$ cat src/rtl/clk_div_multi.sv
// Multi-channel programmable clock divider. Each channel produces a registered divided
// clock and a one-cycle tick at the start of each period. Config updates are shadowed.
module clk_div_multi #(
    parameter int NUM_CH      = 4,
    parameter int CNT_W       = 27,
    parameter int DEFAULT_DIV = 100000000,
    localparam int CH_W       = (NUM_CH > 1) ? $clog2(NUM_CH) : 1
) (
    input  logic              clk,
    input  logic              reset,
    input  logic [NUM_CH-1:0] en,
    input  logic              sync_restart,
    input  logic              cfg_we,
    input  logic [CH_W-1:0]   cfg_ch,
    input  logic [CNT_W-1:0]  cfg_div,
    input  logic [CNT_W-1:0]  cfg_high,
    output logic [NUM_CH-1:0] clk_out,
    output logic [NUM_CH-1:0] tick,
    output logic [NUM_CH-1:0] cfg_pending
);

    localparam logic [CNT_W-1:0] DEF_N   = CNT_W'(DEFAULT_DIV);
    localparam logic [CNT_W-1:0] DEF_H   = CNT_W'(DEFAULT_DIV / 2);
    localparam logic [CNT_W-1:0] MIN_N   = CNT_W'(2);
    localparam logic [CNT_W-1:0] CNT_ONE = CNT_W'(1);

    for (genvar i = 0; i < NUM_CH; i++) begin : g_ch
        logic [CNT_W-1:0] shadow_n_q, shadow_h_q, n_q, h_q, cnt_q;
        logic             run_q, clk_q, tick_q, pend_q;

        logic             wr;
        logic [CNT_W-1:0] shadow_n_d, shadow_h_d, n_new, h_new, cnt_inc;
        logic             boundary;

        // A write landing on a boundary edge feeds straight into the active set (bypass).
        always_comb begin
            wr         = cfg_we && (cfg_ch == CH_W'(i));
            shadow_n_d = wr ? cfg_div  : shadow_n_q;
            shadow_h_d = wr ? cfg_high : shadow_h_q;
            n_new      = (shadow_n_d < MIN_N) ? MIN_N : shadow_n_d;
            h_new      = (shadow_h_d > n_new) ? n_new : shadow_h_d;
            cnt_inc    = cnt_q + CNT_ONE;
            boundary   = sync_restart || !run_q || (cnt_q == n_q - CNT_ONE);
        end

        always_ff @(posedge clk or posedge reset) begin
            if (reset) begin
                shadow_n_q <= DEF_N;
                shadow_h_q <= DEF_H;
                n_q        <= DEF_N;
                h_q        <= DEF_H;
                cnt_q      <= '0;
                run_q      <= 1'b0;
                clk_q      <= 1'b0;
                tick_q     <= 1'b0;
                pend_q     <= 1'b0;
            end else begin
                shadow_n_q <= shadow_n_d;
                shadow_h_q <= shadow_h_d;
                if (!en[i]) begin
                    run_q  <= 1'b0;
                    cnt_q  <= '0;
                    tick_q <= 1'b0;
                    clk_q  <= 1'b0;
                    pend_q <= pend_q | wr;
                end else if (boundary) begin
                    run_q  <= 1'b1;
                    cnt_q  <= '0;
                    n_q    <= n_new;
                    h_q    <= h_new;
                    tick_q <= 1'b1;
                    clk_q  <= (h_new != '0);
                    pend_q <= 1'b0;
                end else begin
                    cnt_q  <= cnt_inc;
                    tick_q <= 1'b0;
                    clk_q  <= (cnt_inc < h_q);
                    pend_q <= pend_q | wr;
                end
            end
        end

        assign clk_out[i]     = clk_q;
        assign tick[i]        = tick_q;
        assign cfg_pending[i] = pend_q;
    end

endmodule

$ cat config.mk
export PLATFORM = sky130hd
export DESIGN_NAME = clk_div_multi
export DESIGN_NICKNAME = d
export VERILOG_FILES = /design/src/rtl/clk_div_multi.sv
export SDC_FILE = /design/constraint.sdc
export NUM_CORES = 2
export LEC_CHECK = 0
export BUFFER_PORTS_ARGS = -buffer_cell sky130_fd_sc_hd__buf_2
export CAP_MARGIN = 20
export CORE_MARGIN = 2
export CORE_UTILIZATION = 64
export DETAILED_ROUTE_END_ITERATION = 6
export PLACE_DENSITY = 0.88
export SKIP_LAST_GASP = 1
export SYNTH_ARGS = -nofsm -noshare
export SYNTH_HDL_FRONTEND = slang
export SYNTH_SLANG_ARGS = --single-unit
$ cat constraint.sdc
create_clock -name clk -period 30.4 [get_ports clk]
set_input_delay 9.12 -clock clk [delete_from_list [all_inputs] [get_ports clk]]
set_output_delay 9.12 -clock clk [all_outputs]
set_load 0.1 [all_outputs]
[Yosys cells after proc, flatten, opt, wreduce, memory -nomap -nowiden]
Cells that the tools add are included.
Word-level totals
  output and inout port bits: 12
  input port bits: 64
  memories: 0
  memory bits (read-only): 0
  logic and storage cells: 152
  register bits: 556
  RAM bits: 0
  bits in latches: 0
Cells by class
  bitwise operators: 4
  equal/unequal tests: 11
  reductions and logical operators: 25
  order comparisons: 12
  multipliers: 0
  shift-type cells: 0
  multiplexer cells: 56
  divide/modulo/power cells: 0
  add/subtract/negate cells: 8
Operators with widths (number)
  27-bit two-way mux: 24
  27-bit by 1-bit adder with 27-bit output (second input constant): 4
  27-bit equality test: 4
  27-bit greater-than comparator: 4
  27-bit by 2-bit < comparator with 1-bit output (second input constant): 4
  27-bit < comparator: 4
  27-bit nonzero test: 4
  27-bit by 1-bit subtractor with 27-bit output (second input constant): 4
  1-bit two-way mux: 32
  1-bit logical OR: 8
  2-bit by 1-bit != test with 1-bit output (second input constant): 4
  2-bit AND reduction: 4
  2-bit equality test (second input constant): 2
  1-bit logical AND: 4
  1-bit zero test: 4
  1-bit OR: 4
  2-bit by 1-bit equality test with 1-bit output (second input constant): 1
  2-bit zero test: 1

[Depth between registers and ports, before layout]
  depth in word-level cells: 10
  depth in mapped cells: 18
  mapped depth without buffers: 16

[Least setup slack after synthesis]
OpenSTA, ideal clock, no wires.
  path kind: input -> register
  start: input port cfg_ch[1]
  end: register g_ch[0].clk_q
  data required time: 30.278 ns
  path buffers: 3
  arrival time: 13.174 ns
  stages on the path: 14
  setup time: 0.122 ns
  path slack: 17.104 ns
  path through: nor3b_1 -> clkbuf_1 -> buf_1 -> clkbuf_1 -> mux2i_1 -> ha_1 -> nand4_1 -> nor4_1 -> nand2_1 -> or4_1 -> o21ai_1 -> nand3_1 -> or3b_2 -> o2111a_1
On the way
  word-level cells in the longest chain between the ends: 10
  elaborated cells on any way between the ends: 11
  classes of those cells: order compare: 2; mux: 6; reduce/logical: 3
RTL lines
  start, declared: line 14  | input logic [CH_W-1:0] cfg_ch,
  2-bit zero test (*): line 37  | wr = cfg_we && (cfg_ch == CH_W'(i));
  1-bit logical AND (*): line 37
  27-bit two-way mux: line 38  | shadow_n_d = wr ? cfg_div : shadow_n_q;
  27-bit by 2-bit < comparator with 1-bit output: line 40  | n_new = (shadow_n_d < MIN_N) ? MIN_N : shadow_n_d;
  27-bit two-way mux: line 40
  27-bit greater-than comparator: line 41  | h_new = (shadow_h_d > n_new) ? n_new : shadow_h_d;
  27-bit two-way mux (*): line 41
  27-bit nonzero test (*): line 72  | clk_q <= (h_new != '0);
  1-bit two-way mux (*): line 66  | end else if (boundary) begin
  1-bit two-way mux (*): line 60  | if (!en[i]) begin
  end signal, assigned: line 72
  end signal, assigned: line 77  | clk_q <= (cnt_inc < h_q);
  end, declared: line 29  | logic run_q, clk_q, tick_q, pend_q;
Mark *: on every way between the ends. The rest lies on a longest branch, timed or not.
A chain may end at the register's enable or synchronous reset.

[Worst setup path in the final report]
  start: input port cfg_ch[1]
  end: register g_ch[0].h_q[1]
On the way
  word-level cells in the longest chain between the ends: 7
  elaborated cells on any way between the ends: 8
  classes of those cells: order compare: 2; mux: 4; reduce/logical: 2
RTL lines
  2-bit zero test (*): line 37
  1-bit logical AND (*): line 37
  27-bit two-way mux: line 38
  27-bit by 2-bit < comparator with 1-bit output: line 40
  27-bit two-way mux: line 40
  27-bit greater-than comparator: line 41
  27-bit two-way mux (*): line 41
  end signal, assigned: line 70  | h_q <= h_new;
  end, declared: line 28  | logic [CNT_W-1:0] shadow_n_q, shadow_h_q, n_q, h_q, cnt_q;
Marks and branches as above.

==> impl_summary.txt <==
----------------------------------------------------
[Die]
  Die width ... 232 µm
  I/O pin count ... 76
  Core region area ... 51,500 µm²
  Initial Util ... 64.9%
  Site row count ... 83
  Y dimension of the die ... 232 µm
  Floorplan die area ... 54,000 µm²

[Clocking]
  Root Buffer Master ... sky130_fd_sc_hd__clkbuf_16
  Total clock sinks ... about 560
  CTS-repair resized insts ... 0
  CTS clock-pin slew for the worst setup and hold paths ... 60 ps
  TritonCTS buffer count ... 56
  CTS H-tree depth ... 2
  Hold Buf Count CTS ... 0
  Later-pin clock latency in the skew report ... roughly 630 ps
  Number of buffers on the longest clock path ... 3
  Buffer count from post-CTS setup fixing ... 0
  TritonCTS clock tree ... built

[Logic synthesis]
  Total number of yosys warnings ... 0
  Fraction of synthesized cell area taken by the top area cell type ... 27.3%
  Cell area after technology mapping ... 33,400 µm²
  Async set or reset register ratio after synthesis ... 100%
  Largest cells by area after synthesis ... sky130_fd_sc_hd__dfrtp_1, sky130_fd_sc_hd__dfstp_2, sky130_fd_sc_hd__mux2i_1, sky130_fd_sc_hd__ha_1, sky130_fd_sc_hd__mux2_2
  Number of distinct library cells after synthesis ... 89
  Average size of a mapped cell ... just over 10 µm²
  Synthesis-stage register bit count ... 556
  Part of the Yosys area used for sequential elements ... 42.4%
  Leading register cell type out of synthesis ... sky130_fd_sc_hd__dfrtp_1
  Count of flip-flops with a built-in enable after synthesis ... 0
  Net count after synthesis ... approximately 3.6k
  Cell count after synthesis ... roughly 3.3k
  Top cell type by total area after synthesis ... sky130_fd_sc_hd__dfrtp_1

[Global route]
  Combined global-route utilization of all metal layers ... approximately a third
  Overflow left after global routing ... 0
  Largest net degree at the start of global routing ... 167
  Global-route wire length before repair ... 146 mm
  Number of global-route vias before repair ... 25.7k
  Number of antenna violations at the first check in global routing ... 1

[Timing]
  Final Hold Violating Endpoints ... 0
  Worst hold margin ... 489 ps
  Max Clock Skew ... 17.0 ps
  Final setup violation count ... 0
  Slew Viols, Final ... 0
  Setup TNS ... 0 ps
  Highest achievable clock rate ... between 0.07 and 0.08 GHz
  RSZ-0062 raised after global routing ... false
  Slew of the pin with the lowest slew margin ... ~1000 ps
  Worst slew margin ... 33.0%
  Shortest period the worst path allows ... 13,240 ps
  Fraction of the cycle the final worst path needs ... about 44%

[Worst setup path]
  Category of the worst setup path capture point ... register
  CP arrival ... about 14,000 ps
  Max FO, Critical Path ... 57
  Critical path cell sequence ... buf_2, nor3b_2, buf_4, mux2i_1, nand2_1, or4_1, and2_1, ha_1, nand3b_1, a211oi_1, a2111oi_0, o21ai_0, o21ai_4, buf_4, mux2_2, mux2i_1
  Largest delay contributor family on the critical path ... buffers and inverters
  Startpoint type of the worst setup path ... input pin
  Worst Path Class, Setup ... input pin to register
  Slowest stage cell, crit path ... sky130_fd_sc_hd__buf_4
  Required time of the critical path ... 30,930 ps
  Buf+Inv Stages, Crit Path ... 3
  Worst stage delay on the critical path ... 730 ps

[Route]
  Starting DRT DRC Count ... 3,063
  First-pass detailed-route iteration total ... 6
  Average vias per placed instance ... 6.44
  WL per Instance ... between 20 and 25 µm
  Post-route DRC ... 0
  Via Count ... 25.9k
  Wirelength, routed ... roughly 94 mm
  Antenna violation net count after detailed routing ... 0

[Pwr]
  Portion of total power attributed to combinational logic ... between 30% and 40%
  Post-layout power ... 2610 µW
  Leak pwr ... ~0.017 µW
  Design internal power ... about 1700 µW
  Sequential share of power ... 41.2%
  Net switching share of the total power ... 35.8%
  Maximum VDD drop ... a little under 0.05 mV
  Net load switching power ... 933 µW
  Power per cell area ... 72.2 nW/µm²
  Portion of total power attributed to the clock network ... 27.3%

[Layout]
  Share of layout cells above drive strength 1 ... ~17%
  Count of antenna diodes in the layout ... 0
  Synth-to-Final Area Change ... 8.07%
  Utilization after layout ... 70.1%
  Layout Nets ... 3,578
  Finished Layout Cells ... 4,020

[Hold path]
  Class of the most critical hold timing path ... register to register

[Placement]
  Placed wire-length estimate after detailed placement ... approximately 65 mm
  DP Cell Count ... around 3.9k
  Routability congestion estimate ... 0.983
  Count of buffers inserted at the top-level ports ... between 70 and 80

[Job]
  Maximum Capacitance Violations ... 0

[Outcome]
  Outcome ... finished clean

----------------------------------------------------
==> stage by stage <==
step	cell area, µm²	setup WS, ps
3_5_place_dp	34200	16660
2_1_floorplan	33400	6050
5_1_grt	36100	16860
4_1_cts	36100	17240
3_3_place_gp	34200	16790
6_report	36100	17160
==> state kept, by name, indices dropped and copies added (netlist names) <==
| name | flops |
|---|---|
| g_ch.n_q | 108 |
| g_ch.tick_q | 4 |
| g_ch.h_q | 108 |
| g_ch.clk_q | 4 |
| g_ch.shadow_h_q | 108 |
| g_ch.cnt_q | 108 |
| g_ch.pend_q | 4 |
| g_ch.shadow_n_q | 108 |
| g_ch.run_q | 4 |
==> final timing paths <==
kind | startpoint | endpoint | slack (ps) | cells after the start
worst min-delay path | g_ch[3].h_q[14]$_DFFE_PP1P_ | g_ch[3].h_q[14]$_DFFE_PP1P_ | 490 | 2
worst min register to register | g_ch[3].h_q[14]$_DFFE_PP1P_ | g_ch[3].h_q[14]$_DFFE_PP1P_ | 490 | 2
worst max-delay path | cfg_ch[1] | g_ch[0].h_q[1]$_DFFE_PP0P_ | 17160 | 16
max in group asynchronous | reset | g_ch[1].h_q[24]$_DFFE_PP0P_ | 19360 | 4
worst max register to register | g_ch[0].shadow_n_q[10]$_DFF_PP0_ | g_ch[0].h_q[1]$_DFFE_PP0P_ | 25820 | 15
min in group asynchronous | reset | g_ch[2].shadow_n_q[7]$_DFF_PP0_ | 8680 | 2
==> worst min-delay path, stage by stage (launching register included) <==
cell and delay (ps):
sky130_fd_sc_hd__dfstp_2 360, sky130_fd_sc_hd__inv_1 60, sky130_fd_sc_hd__mux2i_1 70
==> Yosys cell counts, types with 5 or more instances <==
master,instances
sky130_fd_sc_hd__o31ai_1,6
sky130_fd_sc_hd__o21ai_0,118
sky130_fd_sc_hd__nor4_1,70
sky130_fd_sc_hd__mux2_1,25
sky130_fd_sc_hd__buf_4,19
sky130_fd_sc_hd__nand4_1,92
sky130_fd_sc_hd__and4_1,12
sky130_fd_sc_hd__buf_1,12
sky130_fd_sc_hd__or4_1,27
sky130_fd_sc_hd__and3_1,46
sky130_fd_sc_hd__nand4b_1,10
sky130_fd_sc_hd__o21a_1,8
sky130_fd_sc_hd__clkbuf_1,87
sky130_fd_sc_hd__nand3b_1,11
sky130_fd_sc_hd__or3_1,18
sky130_fd_sc_hd__nor2_1,102
sky130_fd_sc_hd__o2111ai_1,9
sky130_fd_sc_hd__o211ai_1,12
sky130_fd_sc_hd__nand2_1,230
sky130_fd_sc_hd__a221oi_1,5
sky130_fd_sc_hd__nor3b_1,33
sky130_fd_sc_hd__nor2b_1,74
sky130_fd_sc_hd__nand3_1,79
sky130_fd_sc_hd__o21bai_1,5
sky130_fd_sc_hd__a31oi_1,22
sky130_fd_sc_hd__mux2_2,143
sky130_fd_sc_hd__xor2_1,86
sky130_fd_sc_hd__mux2i_1,308
sky130_fd_sc_hd__ha_1,220
sky130_fd_sc_hd__nor3_1,63
sky130_fd_sc_hd__nand2b_1,15
sky130_fd_sc_hd__xnor2_1,136
sky130_fd_sc_hd__dfstp_2,192
sky130_fd_sc_hd__a21oi_1,75
sky130_fd_sc_hd__buf_6,8
sky130_fd_sc_hd__and2_1,10
sky130_fd_sc_hd__or2_2,10
sky130_fd_sc_hd__inv_1,355
sky130_fd_sc_hd__a21o_1,46
sky130_fd_sc_hd__a211oi_1,14
sky130_fd_sc_hd__buf_2,12
sky130_fd_sc_hd__dfrtp_1,364
sky130_fd_sc_hd__nor4b_1,8
==> cell type report <==
| type | instances | area [µm²] |
|---|---|---|
| multi-input cells | 2229 | 17300 |
| fillers | 3456 | 15400 |
| flip-flops and latches | 556 | 14200 |
| clock buffers | 86 | 1720 |
| inverters | 355 | 1340 |
| well taps | 680 | 851 |
| repair buffers | 96 | 566 |
| clock inverters | 18 | 160 |
==> per-layer routing <==
metal  wire (µm)  global-route usage (%)  vias up
met5           0                       0        -
met4        6710                    21.5        0
met3        8620                    7.71      332
met2       42300                    53.6     1188
met1       36800                    45.4    12877
li1            -                       -    11511
==> kinds of logic after synthesis <==
family	count (synthesis)	synth area share (%)
XOR/XNOR	222	5.82
multiplexers	476	14.9
adder cells (fa/ha/maj)	220	8.24
flip-flops	556	42.4
AND/OR/NAND/NOR	934	15.2
AO/OA/AOI/OAI	377	7.42
buffers and inverters	494	6.02
==> power groups by stage <==
stage | sequential [µW] | clock, µW | combinational (µW)
after floorplan | 1030 | 0 | 588
after CTS | 1070 | 711 | 797
after global routing | 1090 | 743 | 892
after global placement | 1070 | 0 | 732
after detailed placement | 1080 | 0 | 769
final | 1070 | 710 | 821
==> layout by cell type, fill, tap and decap left out, drive strengths merged, types with 92 or more instances in the layout <==
cell / n
buf: 96
dfrtp: 364
dfstp: 192
ha: 220
inv: 356
mux2: 168
mux2i: 308
nand2: 230
nand4: 92
nor2: 103
o21ai: 120
xnor2: 136
(Power assumes the default switching activity.)
